$ cat config.mk
export PLATFORM = sky130hd
export DESIGN_NAME = digit_display_ctrl
export DESIGN_NICKNAME = d
export VERILOG_FILES = /design/src/rtl/display_pkg.sv /design/src/rtl/dwell_counter.sv /design/src/rtl/digit_display_ctrl.sv
export SDC_FILE = /design/constraint.sdc
export NUM_CORES = 1
export LEC_CHECK = 0
export ABC_AREA = 1
export CELL_PAD_IN_SITES_DETAIL_PLACEMENT = 0
export CELL_PAD_IN_SITES_GLOBAL_PLACEMENT = 1
export CORE_MARGIN = 2
export CORE_UTILIZATION = 35
export DETAILED_ROUTE_END_ITERATION = 8
export GPL_TIMING_DRIVEN = 0
export PLACE_DENSITY_LB_ADDON = 0.1
export SLEW_MARGIN = 20
export SYNTH_ARGS = -nofsm -noshare
export SYNTH_HDL_FRONTEND = slang
export SYNTH_SLANG_ARGS = --single-unit
$ cat constraint.sdc
create_clock -name clk -period 1.46 [get_ports clk]
set_clock_uncertainty 0.1 [all_clocks]
set_input_delay 0.219 -clock clk [delete_from_list [all_inputs] [get_ports clk]]
set_output_delay 0.219 -clock clk [all_outputs]
set_load 0.02 [all_outputs]
$ cat src/rtl/display_pkg.sv
// display_pkg: shared state encoding and anode constants for the digit display scheduler
package display_pkg;
  typedef enum logic [1:0] {GAP_R, SHOW_L, GAP_L, SHOW_R} disp_state_t;
  localparam logic [1:0] ANODE_OFF     = 2'b11;
  localparam logic [1:0] ANODE_LEFT_N  = 2'b01;
  localparam logic [1:0] ANODE_RIGHT_N = 2'b10;
  // Encoding order matches the refresh cycle, so advancing is a 2-bit wrap
  function automatic disp_state_t next_state(disp_state_t s);
    return disp_state_t'(s + 2'd1);
  endfunction
endpackage

$ cat src/rtl/dwell_counter.sv
// dwell_counter: counts 0..last_i and pulses done_o on the final count, then restarts at 0
module dwell_counter #(
  parameter int W = 1
) (
  input  logic         clk,
  input  logic         reset,
  input  logic [W-1:0] last_i,
  output logic         done_o
);
  logic [W-1:0] cnt_q, cnt_d;
  assign done_o = cnt_q == last_i;
  assign cnt_d  = done_o ? '0 : cnt_q + 1'b1;
  always_ff @(posedge clk or negedge reset)
    if (!reset) cnt_q <= '0;
    else        cnt_q <= cnt_d;
endmodule

$ cat src/rtl/digit_display_ctrl.sv
// digit_display_ctrl: two-digit key history with blanked time-multiplexing of a shared
// seven-segment decoder across the left and right anodes
module digit_display_ctrl
  import display_pkg::*;
#(
  parameter int REFRESH_CYCLES = 24000,
  parameter int BLANK_CYCLES   = 240
) (
  input  logic       clk,
  input  logic       reset,
  input  logic       key_valid,
  input  logic [3:0] key_digit,
  input  logic       clear,
  output logic [3:0] seg_digit,
  output logic [1:0] anode_n,
  output logic [7:0] history
);
  localparam int MAXC = REFRESH_CYCLES > BLANK_CYCLES ? REFRESH_CYCLES : BLANK_CYCLES;
  localparam int W = $clog2(MAXC);
  localparam logic [W-1:0] SHOW_LAST = W'(REFRESH_CYCLES - 1);
  localparam logic [W-1:0] GAP_LAST  = W'(BLANK_CYCLES - 1);
  if (REFRESH_CYCLES < 2 || BLANK_CYCLES < 1) begin : g_bad_param
    $error("digit_display_ctrl: REFRESH_CYCLES must be >= 2 and BLANK_CYCLES >= 1");
  end
  disp_state_t state_q, state_d;
  logic        done;
  logic [3:0]  left_q, left_d, right_q, right_d;
  logic        lvld_q, lvld_d, rvld_q, rvld_d;
  dwell_counter #(.W(W)) u_dwell (
    .clk    (clk),
    .reset  (reset),
    .last_i ((state_q == SHOW_L || state_q == SHOW_R) ? SHOW_LAST : GAP_LAST),
    .done_o (done)
  );
  always_comb begin
    state_d = done ? next_state(state_q) : state_q;
    left_d  = clear ? 4'h0 : key_valid ? right_q : left_q;
    lvld_d  = clear ? 1'b0 : key_valid ? rvld_q : lvld_q;
    right_d = clear ? 4'h0 : key_valid ? key_digit : right_q;
    rvld_d  = clear ? 1'b0 : key_valid ? 1'b1 : rvld_q;
  end
  always_ff @(posedge clk or negedge reset)
    if (!reset) begin
      state_q <= GAP_R;
      left_q  <= 4'h0;
      right_q <= 4'h0;
      lvld_q  <= 1'b0;
      rvld_q  <= 1'b0;
    end else begin
      state_q <= state_d;
      left_q  <= left_d;
      right_q <= right_d;
      lvld_q  <= lvld_d;
      rvld_q  <= rvld_d;
    end
  // Left value is preloaded during GAP_R so the decoder settles before the anode turns on
  assign seg_digit = (state_q == GAP_R || state_q == SHOW_L) ? left_q : right_q;
  assign anode_n   = (state_q == SHOW_L && lvld_q) ? ANODE_LEFT_N :
                     (state_q == SHOW_R && rvld_q) ? ANODE_RIGHT_N : ANODE_OFF;
  assign history   = {left_q, right_q};
endmodule
Yosys cells after proc, flatten, opt, wreduce, memory -nomap -nowiden
Index checks and enable logic that the tools add are counted.
{"block": "classes", "n_addsub": 2, "eq_ne": 3, "muxes": 13, "n_reduce_logical": 6}
{"operator": "two-way mux 15 bit", "n": 2}
{"operator": "two-way mux 4 bit", "n": 5}
{"operator": "adder 15 x 1 -> 15 bit, second input constant", "n": 1}
{"operator": "== test 15 bit", "n": 1}
{"operator": "two-way mux 1 bit", "n": 5}
{"operator": "adder 2 x 1 -> 2 bit, second input constant", "n": 1}
{"operator": "== test 2 x 1 -> 1 bit, second input constant", "n": 1}
{"operator": "== test 2 bit, second input constant", "n": 1}
{"operator": "logical AND 1 bit", "n": 2}
{"operator": "zero test 2 bit", "n": 1}
{"operator": "logical OR 1 bit", "n": 2}
{"operator": "two-way mux 2 bit", "n": 1}
{"operator": "nonzero test 2 bit", "n": 1}
{"block": "word_totals", "register_bits": 27, "inputBits": 8, "out_inout_bits": 14}

Logic depth before layout (Yosys ltp)
Gate-level depths: netlist of the first run.
{"block": "depth", "word_depth": 5, "ltp_mapped": 9, "ltp_nobuf": 8}

Cells and area by module
A second synthesis of the first run with hierarchy kept.
{"block": "hier_totals", "cells_unflattened": 248, "hier_area_um2": 1754.2}
{"mod": "dwell_counter", "n_inst": 1, "cells_per_inst": 176, "area_per_inst_um2": 1152.4, "seq_area_each_um2": 375.4}
{"mod": "digit_display_ctrl", "n_inst": 1, "cells_per_inst": 72, "area_per_inst_um2": 601.8, "seq_area_each_um2": 300.3}

Worst setup path after synthesis of the first run
Ideal clock, no wire load.
{"block": "synth_path", "path_kind": "reg2out", "from": "register state_q[0]", "to": "output port seg_digit[0]", "t_arrival_ns": 1.269, "path_slack_ns": -0.128, "path_stages_with_launch": 5, "n_path_buf": 0, "cell_sequence": "dfrtp_1 -> inv_2 -> ha_1 -> nor2_1 -> o21ai_0"}
{"block": "synth_between", "elab_chain_len": 3, "elab_cells_between_ends": 4}
{"element": "start, declared", "line": "digit_display_ctrl.sv:25", "source": "disp_state_t state_q, state_d;"}
{"element": "start signal, assigned", "line": "digit_display_ctrl.sv:50", "source": "state_q <= state_d;"}
{"element": "== test 2 x 1 -> 1 bit or zero test 2 bit (tied branches)", "line": "digit_display_ctrl.sv:57", "source": "assign seg_digit = (state_q == GAP_R || state_q == SHOW_L) ? left_q : right_q;"}
{"element": "logical OR 1 bit (*)", "line": "digit_display_ctrl.sv:57"}
{"element": "two-way mux 4 bit (*)", "line": "digit_display_ctrl.sv:57"}
{"element": "end, declared", "line": "digit_display_ctrl.sv:14", "source": "output logic [3:0] seg_digit,"}
Mark *: on every way between the ends. The rest lies on a longest branch, timed or not.

Worst setup path in the final report of the first run
{"block": "layout_path", "from": "register state_q[0]", "to": "output port seg_digit[3]"}
The elaborated chain is that of the path after synthesis.

==> results of run 1 <==
cell families after synthesis:
family / synth area share [%]
buffers and inverters: 8.66
adder cells (fa/ha/maj): 3.15
flip-flops: 42.5
XOR/XNOR: 6.06
AO/OA/AOI/OAI: 5.04
AND/OR/NAND/NOR: 34.6
placed cells by master (no fill, tap or decap), drive strengths merged:
cell type,Yosys,final
dlygate4sd3,0,1
nand2,65,65
buf,4,26
dfrtp,27,27
xor2,9,9
o22ai,4,4
clkbuf,0,3
ha,4,4
clkinvlp,0,1
nand4,5,5
dlygate4sd2,0,8
clkdlybuf4s50,0,6
a21oi,1,1
o21ai,10,10
nor2,38,38
xnor2,2,2
nand3,22,22
inv,29,29
sequential cells by signal (all words and copies together) (netlist names):
signal / count
left_q: 4
lvld_q: 1
right_q: 4
rvld_q: 1
state_q: 2
u_dwell.cnt_q: 15
power breakdown:
part	leakage (nW)	total, mW	internal (mW)	switching, mW
Clock	0.0217	0.445	0.194	0.251
Combinational	0.736	0.105	0.0432	0.0622
Sequential	0.355	0.770	0.760	0.00997
final cells by class:
class	instances	share of cell area, %
multi-input cells	160	40.7
flip-flops and latches	27	31.4
repair buffers	37	16.0
inverters	29	5.16
well taps	52	3.01
clock buffers	3	1.91
plain buffers	4	1.51
clock inverters	1	0.348
cell usage after synthesis:
| library cell | count | share of area (%) |
|---|---|---|
| nand2_1 | 65 | 15 |
| nor2_1 | 35 | 8.3 |
| dfrtp_1 | 27 | 43 |
| inv_1 | 26 | 6.1 |
| nand3_1 | 22 | 6.9 |
| o21ai_0 | 10 | 3.1 |
| xor2_1 | 9 | 5.0 |
| nand4_1 | 5 | 2.0 |
| ha_1 | 4 | 3.1 |
| o22ai_1 | 4 | 1.6 |
| inv_2 | 3 | 0.71 |
| buf_2 | 2 | 0.63 |
| nor2_2 | 2 | 0.79 |
| xnor2_1 | 2 | 1.1 |
| a21oi_1 | 1 | 0.31 |
| buf_4 | 1 | 0.47 |
| buf_6 | 1 | 0.71 |
| nor2_8 | 1 | 1.3 |
worst max path at each step:
stage                               startpoint                         end  slack (ns)  cells past startpoint
floorplan           u_dwell.cnt_q[0]$_DFF_PN0_  u_dwell.cnt_q[5]$_DFF_PN0_        0.01                      7
global placement        state_q[0]$_DFFE_PN0N_                seg_digit[1]       -0.72                      6
detailed placement      state_q[0]$_DFFE_PN0N_                seg_digit[2]       -0.72                      6
CTS                     state_q[0]$_DFFE_PN0N_                seg_digit[3]       -0.36                      7
global route            state_q[0]$_DFFE_PN0N_                seg_digit[2]       -0.41                      6
finish                  state_q[0]$_DFFE_PN0N_                seg_digit[3]       -0.34                      6
per-stage QoR:
stage               cells  utilization (%)  power [mW]  area, um2  hold slack [ns]
floorplan             220                -       0.825       1610           -0.177
global placement      293             43.3       0.897       1890            0.352
detailed placement    293             43.2       0.895       1880            0.171
CTS                   307             47.5        1.34       2070            0.381
global route          313             49.6        1.39       2160            0.392
finish                313             49.6        1.32       2160            0.390
critical path: stages (launching register included):
cell and delay [ns]:
dfrtp_2 0.46, ha_4 0.18, nor2_4 0.16, buf_12 0.13
buf_6 0.09, o21ai_2 0.05, buf_6 0.12
routing by layer:
| metal | wire length, um | vias up | share of wire (%) | GRT usage, % |
|---|---|---|---|---|
| met5 | 0 | - | 0 | 0 |
| met4 | 46 | 0 | 1.2 | 4.40 |
| met3 | 124 | 5 | 3.2 | 2.53 |
| met2 | 1700 | 24 | 43 | 25.8 |
| met1 | 2040 | 688 | 52 | 25.0 |
| li1 | - | 766 | - | - |
timing repair:
action,in CTS,in global routing
hold buffers,1,0
setup endpoints to repair,28,22
pin swaps,8,6
gates cloned,1,0
resized for setup,58,12
endpoints found under the hold margin,27,0
buffers inserted,8,6
==> results.md, run 1 <==
- I/O Buffers: 21
- Max Cap Violations: 0
- Fin. Hold Viols: 0
- P per Cell Area: 612 nW/um2
- Worst R2R End: u_dwell.cnt_q[6]$_DFF_PN0_
- Pre-antenna DRT Iters: 4
- CP endpoint kind: primary output
- Pins Over Slew Limit: 0
- Die width: 71.4 um
- Site Rows: 24
- Post-Place Setup Slack: -0.724 ns
- Synthesis-stage register bit count: 27
- Starting Density: 36.5%
- Syn Area/Cell: 7.22 um2
- Initial antenna violation count: 0
- Multi-input gate area: approximately 880 um2
- Distinct cells, synth: 18
- All-Layer GR Usage: 16.9%
- Reg2Reg Launch Point: state_q[0]$_DFFE_PN0N_
- Share of cells above drive strength 1: 21.5%
- R2R cell count: 9
- Hold path cells: 2
- DRC: 0
- RD Place Congestion: 0.751
- DIE AREA: 5100 um2
- ANT nets after route: 0
- Seq/Total Area, Yosys: 42.5%
- Worst-Margin Slew: around 0.6 ns
- Yosys warns: 0
- Fmax achieved: 0.556 GHz
- Synth Net Count: around 230
- Critical path type: reg2out
- RSZ-0062 raised after global routing: yes
- Overflow left after global routing: 0
- Clock slew at reported path FFs: 0.10 ns
- Vias per inst: 4.74
- Largest net degree at the start of global routing: 28
- Max transition margin: between 50% and 60%
- R2R setup slack: -0.17 ns
- Clock Latency Late Sink: 0.28 ns
- Worst vdd ir: about 380 uV
- Dpl hpwl: 2820 um
- DR vias: roughly 1,500
- First-pass GRT wire length: 6910 um
- Fin nets: 274
- Area grow syn2layout: 35.9%
- Seq. cell area: 678 um2
- WP data arrival: 1.48 ns
- Fill count: 471
- Status: finished with violations
- Worst Hold Path EP: rvld_q$_DFFE_PN0P_
- Vias in the first global route: 1,473
- Wire per inst: 12.5 um
- Clock root buffer: clkbuf_8
- Final worst-path cycle share: 123%
- Worst Setup Start Kind: flip-flop
- Total Wirelength: 3910 um
- Worst Slack Setup Final: -0.337 ns
- Clock sink count: 27
- Initial DRC Count: 60
- Hold path start: clear
- Total CTS buffers: 3
- CP Max Fanout: 4
- Hold Path Class: in2reg
- Core ar.: 4350 um2
- IO Count: 22
- Setup TNS: -3.48 ns
- Cell area after synthesis: 1590 um2
- Setup Viol. Count Final: 18
- CTS Buffer Depth: 2
- Die Span Y: 71.4 um
- Data required time of the worst path: 1.14 ns
- Leak pwr: roughly 1.1 nW
- Failing checks: setup timing
- N_diodes: 0
- CTS tree: done
- Final Critical Period: 1.80 ns
- Syn Inst Count: 220
- CTS H-tree depth: 1
Power figures use the tool's default switching activity.
==> inputs of run 2 (changes only) <==
--- a/config.mk
+++ b/config.mk
@@ -6,6 +6,7 @@
 export NUM_CORES = 1
 export LEC_CHECK = 0
 export ABC_AREA = 1
+export CAP_MARGIN = 20
 export CELL_PAD_IN_SITES_DETAIL_PLACEMENT = 0
 export CELL_PAD_IN_SITES_GLOBAL_PLACEMENT = 1
 export CORE_MARGIN = 2
==> results of run 2 <==
Same layout as run 1: the final DEF is identical, and so are final timing and power.
==> inputs of run 3 (changes only) <==
--- a/config.mk
+++ b/config.mk
@@ -14,6 +14,7 @@
 export DETAILED_ROUTE_END_ITERATION = 8
 export GPL_TIMING_DRIVEN = 0
 export PLACE_DENSITY_LB_ADDON = 0.1
+export REMOVE_ABC_BUFFERS = 1
 export SLEW_MARGIN = 20
 export SYNTH_ARGS = -nofsm -noshare
 export SYNTH_HDL_FRONTEND = slang
==> run 3 against run 2 <==
  * The run still ends with setup timing left
  * Cell area shrank 2.4%
  * Die area is the same
  * Sequential power about the same
  * Maximum frequency up 1.0%
  * Critical path depth stayed put
  * Power shrank 0.72%
  * Clock-buffer cell count did not move
  * Flip-flop and latch count stayed put
  * Worst hold slack lost 0.0047 ns
  * Clock power shrank 0.9%
  * Sequential share of layout area grew 0.82 points
  * Combinational power down 4%
  * Critical endpoint is now seg_digit[0]
  * Largest cell class unchanged
  * Highest routed layer unchanged
==> results.md, run 3 (synthesized netlist as in run 1, its figures left out) <==
- Status: finished with violations
- Failing checks: setup timing
- P per Cell Area: around 620 nW/um2
- CP endpoint kind: primary output
- Data required time of the worst path: 1.14 ns
- Max Cap Violations: 0
- WP data arrival: around 1.5 ns
- Commonest non-fill, non-tap cell in the layout: nand2_1
- Top Registers: u_dwell.cnt_q: 15 flops, left_q: 4 flops, right_q: 4 flops
- P_int: 992 uW
- Clock slew at reported path FFs: 0.10 ns
- CTS tree: done
- Vias per inst: 4.82
- Site Rows: 24
- First-pass GRT wire length: between 6000 and 7000 um
- Core Util, Final: 48.4%
- Worst vdd ir: 303 uV
- RSZ-0062 raised after global routing: yes
- Sw frac: 24.4%
- Clock sink count: 27
- Final worst-path cycle share: 122%
- Die Span Y: ~71 um
- Biggest register: u_dwell.cnt_q
- Leak pwr: 1.07 nW
- Post-Place Cell Area: 1830 um2
- Vias in the first global route: 1,489
- Largest net degree at the start of global routing: 28
- Max reg flops: 15
- Clock Latency Late Sink: between 0.2 and 0.3 ns
- Clock root buffer: clkbuf_8
- Initial DRC Count: 77
- CP max stage cell: dfrtp_2
- Core ar.: 4350 um2
- Worst-Margin Slew: 0.633 ns
- R2R cell count: 9
- Pins Over Slew Limit: 0
- Post-route total power: 1.31 mW
- CP peak stage delay: 0.44 ns
- Critical path type: reg2out
- Starting Density: 36.5%
- DR vias: 1,480
- DRC: 0
- IO Count: 22
- Final Critical Period: ~1.8 ns
- Max transition margin: between 50% and 60%
- Post-route cell area: ~2100 um2
- Worst Slack Setup Final: -0.319 ns
- DIE AREA: 5100 um2
- CP Max Fanout: 8
- Wire per inst: 13.0 um
- CTS H-tree depth: 1
- Overflow left after global routing: 0
- Worst Setup Start Kind: flip-flop
- CP top delay family: flip-flops
- # placed instances: ~290
- Final cell count without fillers: between 300 and 400
- Worst R2R End: u_dwell.cnt_q[5]$_DFF_PN0_
- Pre-antenna DRT Iters: 4
- Setup Viol. Count Final: 18
- Die width: 71.4 um
- Dpl hpwl: between 2000 and 3000 um
- Clock group share of total power: 33.6%
- CTS Buffer Depth: 2
- Switching power: 320 uW
- Reg2Reg Launch Point: state_q[0]$_DFFE_PN0N_
- Fin nets: 268
- Critical-path cell list: inv_4 -> ha_4 -> nor2_4 -> nand2_1 -> o21ai_1 -> buf_4
- Highest-count cells in the layout ignoring fill and taps: nand2_1 (63), nor2_1 (30), inv_1 (24), dfrtp_1 (24), nand3_1 (18)
- R2R setup slack: -0.19 ns
- I/O Buffers: 21
- RD Place Congestion: approximately 0.88
- Flop pwr share: 58.7%
- All-Layer GR Usage: 17.3%
- Area grow syn2layout: 32.7%
- Total Wirelength: 3990 um
- Comb pwr share: approximately 7.7%
- Buf/Inv on CP: 2
- Fmax achieved: 0.562 GHz
- Initial antenna violation count: 0
- Share of cells above drive strength 1: around a fifth
- ANT nets after route: 0
- Fin Hold WS: 0.386 ns
- N_diodes: 0
- Hold Path Class: in2async
- Fin. Hold Viols: 0
- Total CTS buffers: 3
[run 3: cell count changes in the layout (fill, tap and decap cells not counted), sizes merged]
cell,delta
clkinv,+1
buf,-6
clkinvlp,-1
[run 3: power by group through the flow]
stage               clock [mW]  sequential [mW]  combinational [mW]
floorplan                    0            0.795              0.0275
global placement             0            0.784               0.110
detailed placement           0            0.783               0.109
CTS                      0.456            0.770               0.103
global route             0.485            0.773               0.112
finish                   0.441            0.770               0.101
[run 3: area by class of cell]
class,count,area (um2)
inverter,29,111
sequential,27,679
multi-input combinational,160,883
clock buffer,3,41.3
timing repair buffer,35,323
clock inverter,1,5.00
tap,52,65.1
fill,450,2250
[run 3: worst max-delay path by stage]
stage	startpoint	to	cells after the start
after floorplan	state_q[0]$_DFFE_PN0N_	seg_digit[0]	5
after global placement	state_q[0]$_DFFE_PN0N_	seg_digit[1]	6
after detailed placement	state_q[0]$_DFFE_PN0N_	seg_digit[1]	6
after CTS	state_q[0]$_DFFE_PN0N_	seg_digit[3]	6
after global routing	state_q[0]$_DFFE_PN0N_	seg_digit[2]	6
final	state_q[0]$_DFFE_PN0N_	seg_digit[0]	6
[run 3: stage by stage]
stage | worst slack, ns | TNS (ns)
floorplan | -0.313 | -2.37
global placement | -1.19 | -24.28
detailed placement | -1.18 | -12.91
CTS | -0.320 | -3.78
global route | -0.410 | -5.91
finish | -0.319 | -3.74
[run 3: routing by layer]
layer | vias up | GRT usage [%] | routed length (um)
li1 | 758 | - | -
met1 | 687 | 24.6 | 2000
met2 | 29 | 27.5 | 1820
met3 | 6 | 2.25 | 109
met4 | 0 | 5.24 | 53
met5 | - | 0 | 0
[run 3: timing repair]
item / in CTS / in global routing
hold buffers: 1 / 0
hold endpoints to repair: 27 / 0
setup endpoints to repair: 28 / 22
pin swaps: 12 / 9
setup buffers: 11 / 2
gates resized for setup: 69 / 12
